**config.mk**
```make
export PLATFORM = sky130hd
export DESIGN_NAME = stream_out_reg
export DESIGN_NICKNAME = d
export VERILOG_FILES = /design/src/rtl/xor_frame_checker_stream_out_reg.sv
export SDC_FILE = /design/constraint.sdc
export NUM_CORES = 1
export LEC_CHECK = 0
export BUFFER_PORTS_ARGS = -buffer_cell sky130_fd_sc_hd__buf_4
export CORE_ASPECT_RATIO = 0.5
export CORE_UTILIZATION = 45
export DETAILED_ROUTE_END_ITERATION = 10
export PLACE_DENSITY = 0.79
export SYNTH_ARGS = -nofsm -noshare
export SYNTH_HDL_FRONTEND = slang
export SYNTH_SLANG_ARGS = --single-unit
```
**constraint.sdc**
```tcl
create_clock -name clk -period 1.45 [get_ports clk]
set_clock_uncertainty 0.05 [all_clocks]
set_input_delay 0.2175 -clock clk [delete_from_list [all_inputs] [get_ports clk]]
set_output_delay 0.2175 -clock clk [all_outputs]
set_load 0.03 [all_outputs]
```
**src/rtl/xor_frame_checker_stream_out_reg.sv**
```systemverilog
// One-entry output buffer; accepts a new word in the same cycle the held one drains.
module stream_out_reg #(
   parameter int DATA_W = 32
) (
   input  logic              clk,
   input  logic              rst,
   input  logic              load_valid,
   input  logic [DATA_W-1:0] load_data,
   input  logic              load_last,
   output logic              load_ready,
   output logic              out_valid,
   output logic [DATA_W-1:0] out_data,
   output logic              out_last,
   input  logic              out_ready
);

   logic              valid_reg;
   logic [DATA_W-1:0] data_reg;
   logic              last_reg;

   assign load_ready = !valid_reg || out_ready;

   always_ff @(posedge clk) begin
      if (rst) begin
         valid_reg <= 1'b0;
         data_reg  <= '0;
         last_reg  <= 1'b0;
      end else if (load_valid && load_ready) begin
         valid_reg <= 1'b1;
         data_reg  <= load_data;
         last_reg  <= load_last;
      end else if (out_ready) begin
         valid_reg <= 1'b0;
      end
   end

   assign out_valid = valid_reg;
   assign out_data  = data_reg;
   assign out_last  = last_reg;

endmodule

```
Word-level counts from Yosys, hierarchy flattened:

Cells that the tools add are included.
Widths: inputs -> output; s select.

* flip-flop bits (word level): 34
* input bits: 37

* multiplexer cells: 2
* reduce and logical (&&, ||, !) cells: 4

Operator list (count)
* $mux 1: 2
* $reduce_bool 2->1: 1
* $logic_and 1x1->1: 1
* $logic_not 1->1: 1
* $logic_or 1x1->1: 1

Logic depth before layout (Yosys ltp):

* depth in word-level cells: 4
* depth in mapped cells: 6
* depth with buffers taken out: 3

Least setup slack after synthesis:

OpenSTA, ideal clock, no wires.

* path type: register to register
* start point: register valid_reg (netlist: out_valid)
* end point: register data_reg[10] (netlist: out_data[10])
* library setup time: 0.143 ns
* arrival time: 1.104 ns
* required time: 1.257 ns
* setup slack: 0.152 ns
* cell stages (with the launch flop): 7
* path buffers: 3
* clock period less this slack: 1.298 ns
* path through: dfxtp_1 nand2b_4 buf_6 buf_6 buf_6 nand3_1 a21oi_2

* longest elaborated chain between the ends: 3

RTL lines
* start: declaration: RTL line 17 `logic valid_reg;`
* start signal: assignment: RTL line 25 `valid_reg <= 1'b0;`
* start signal: assignment: RTL line 29 `valid_reg <= 1'b1;`
* start signal: assignment: RTL line 33 `valid_reg <= 1'b0;`
* $logic_not 1->1: RTL line 21 `assign load_ready = !valid_reg || out_ready;`
* $logic_or 1x1->1: RTL line 21
* $logic_and 1x1->1: RTL line 28 `end else if (load_valid && load_ready) begin`
* end signal: assignment: RTL line 30 `data_reg <= load_data;`
* end: declaration: RTL line 18 `logic [DATA_W-1:0] data_reg;`

No other way between the ends.
A chain may end at the register's enable or synchronous reset.

Worst setup path in the final report:

* start point: register valid_reg (netlist: out_valid)
* end point: output load_ready

* longest elaborated chain between the ends: 2

RTL lines
* $logic_not 1->1: RTL line 21
* $logic_or 1x1->1: RTL line 21
* end: declaration: RTL line 10 `output logic load_ready,`

No other way between the ends.

==> impl_metrics.tcl <==
set metrics [dict create \
    status "complete, no violations" \
    die_area_mm2 0.00387 \
    timing.slew.headroom 0.637 \
    io_pins 72 \
    hpwl_um 2210 \
    p_sw_uw 619 \
    stdcell_area_mm2 0.00224 \
    core_mm2 0.00321 \
    p_leak_nw 0.963 \
    synth_flop_cell "dfxtp_1" \
    hold_violations 0 \
    r2r_slack_ps 320 \
    async_reset_ff_frac 0 \
    synth_seq_cells 34 \
    clock.fmax_mhz 723 \
    synth_edf_count 0 \
    grt_pass1_vias 1289 \
    layout-drive-gt1-share 0.530 \
    vias 1349 \
    final.setup.tns_ps 0 \
    arrival_ps 1110 \
    endpoint_kind "output port" \
    p_seq_frac 0.462 \
    yosys-top-cells-count "dfxtp_1, a21bo_1, a21oi_2, nand3_1" \
    area_growth_pct 38.1 \
    hp-class "input pin to flip-flop" \
    placed_area_mm2 0.00213 \
    avgSynthCellArea_um2 10.5 \
    netlist_area_mm2 0.00162 \
    synth_cells 155 \
    grt-ovfl-total 0 \
    yosysSeqAreaShare 0.419 \
    path_class "flip-flop to output port" \
    required_ps 1180 \
    yosysMostFrequentCell "dfxtp_1" \
    layout.cells.non_filler 265 \
    synth_largest_area_cell "dfxtp_1" \
    dieHeight_um 44.5 \
    yosysWarnings 0 \
    ir_drop_mv 0.602 \
    grt_setup_unrepaired "false" \
    max_stage_delay_ps 370 \
    cts_setup_buffers 0 \
    grt_pass1_wl_um 5640 \
    detail-route-antenna-nets 0 \
    viasPerCell 5.09 \
    postLayoutCoreUtil 0.700 \
    drc 0 \
    worst_pin_slew_ps 545 \
    grtUsageTotal 0.190 \
    cts_buffers 5 \
    path_cells "nand2b_4 -> buf_16 -> buf_4" \
    p_comb_frac 0.228 \
    gp_congestion 0.624 \
    initial_core_util 0.507 \
    root_buffer "clkbuf_8" \
    clk_latency_ps 270 \
    grt_max_degree 69 \
    row_count 14 \
    wirelength_um 3640 \
    critPathLaunchType "flip-flop" \
    final_net_count 255 \
    antenna_cells 0 \
    p_per_area_mw_per_mm2 983 \
    die_x_um 87.0 \
    fin_crit_ps 1380 \
    drtPass1Iterations 5 \
    synth.net_count 192 \
    portBuffers 71 \
    htreeDepth 2 \
    detail_route.wl_per_cell_um 13.7 \
    clkSinkCount 34 \
    synth_top_area_share 0.419 \
    cts_tree "built" \
    clkPwrFrac 0.309 \
    cpMaxStageDelayCell "dfxtp_1" \
    antenna_found_initial 0 \
    drt-initial-drc-count 45 \
    p_int_mw 1.59 \
    switching_share 0.281 \
    fin_crit_sh 0.953 \
    synthTopCellsByArea "dfxtp_1, a21bo_1, a21oi_2, nand3_1, buf_6" \
    clock_path_buffers 2 \
    maxCapViolCount 0 \
    synth.distinct_cells 12 \
    cp_max_fo 34 \
    final_max_slew_viol_count 0 \
    clkTransAtPathRegs_ps 70 \
    place_inst 258 \
    finalSetupViolations 0 \
]
## cell families (layout without fill, tap and decap cells)
family                 after synthesis  in the layout  share of synthesized area
AO/OA/AOI/OAI                       67             67                      0.384
flip-flops                          34             34                      0.419
AND/OR/NAND/NOR                     34             34                      0.110
buffers and inverters               20             82                     0.0863
## through the flow
| step | setup slack, ps | power (mW) | hold slack, ps |
|---|---|---|---|
| 6_report | 67.6 | 2.21 | 153 |
| 5_1_grt | 15.3 | 2.30 | 141 |
| 4_1_cts | 3.17 | 2.22 | 147 |
| 3_5_place_dp | 286 | 1.53 | 444 |
| 3_3_place_gp | 296 | 1.52 | 439 |
| 2_1_floorplan | 152 | 1.36 | 324 |
## what timing repair did
action                                  CTS  global route
hold buffers                              0             0
gates cloned                              0             1
gates resized for setup                   1             0
endpoints found under the setup margin    1             1
pin swaps                                 0             0
## per-layer routing
metal,part of all wire,GRT usage,vias up
met3,0.042,0.0634,0
li1,-,-,674
met5,0,0,-
met1,0.45,0.213,644
met2,0.50,0.356,31
met4,0,0.0500,0
## sequential cells by signal (all words and copies together), names as in the netlist
name / count
out_data: 32
out_last: 1
out_valid: 1
## critical path: cells and delay by family (launching register included)
kind / cells / cell delay [ps]
AND/OR/NAND/NOR: 1 / 100
buffers and inverters: 2 / 360
flip-flops: 1 / 370
## worst paths after layout
path,cells past startpoint,end,start
worst min register to register,2,out_data[28],out_data[28]
worst max register to register,4,out_last,out_valid
worst max-delay path,3,load_ready,out_valid
worst min-delay path,3,out_data[10],load_data[10]
## final cells by class
class	count	area, um2
tap	48	60.1
timing repair buffer	75	613
inverter	1	3.75
clock buffer	6	82.6
multi-input combinational	101	803
fill	261	962
sequential	34	681
## cell usage in the layout, fill, tap and decap left out, types with 6 or more instances in the layout
master	instances
a21oi_2	33
a21bo_1	33
nand3_1	33
buf_4	72
clkbuf_8	6
dfxtp_1	34
## power by group through the flow
stage | combinational (mW) | clock, mW | sequential, mW
after floorplan | 0.213 | 0 | 1.14
after global placement | 0.486 | 0 | 1.04
after global routing | 0.537 | 0.737 | 1.03
after CTS | 0.497 | 0.700 | 1.02
after detailed placement | 0.493 | 0 | 1.04
final | 0.503 | 0.683 | 1.02
No activity file was read; power rests on OpenSTA's default activity.
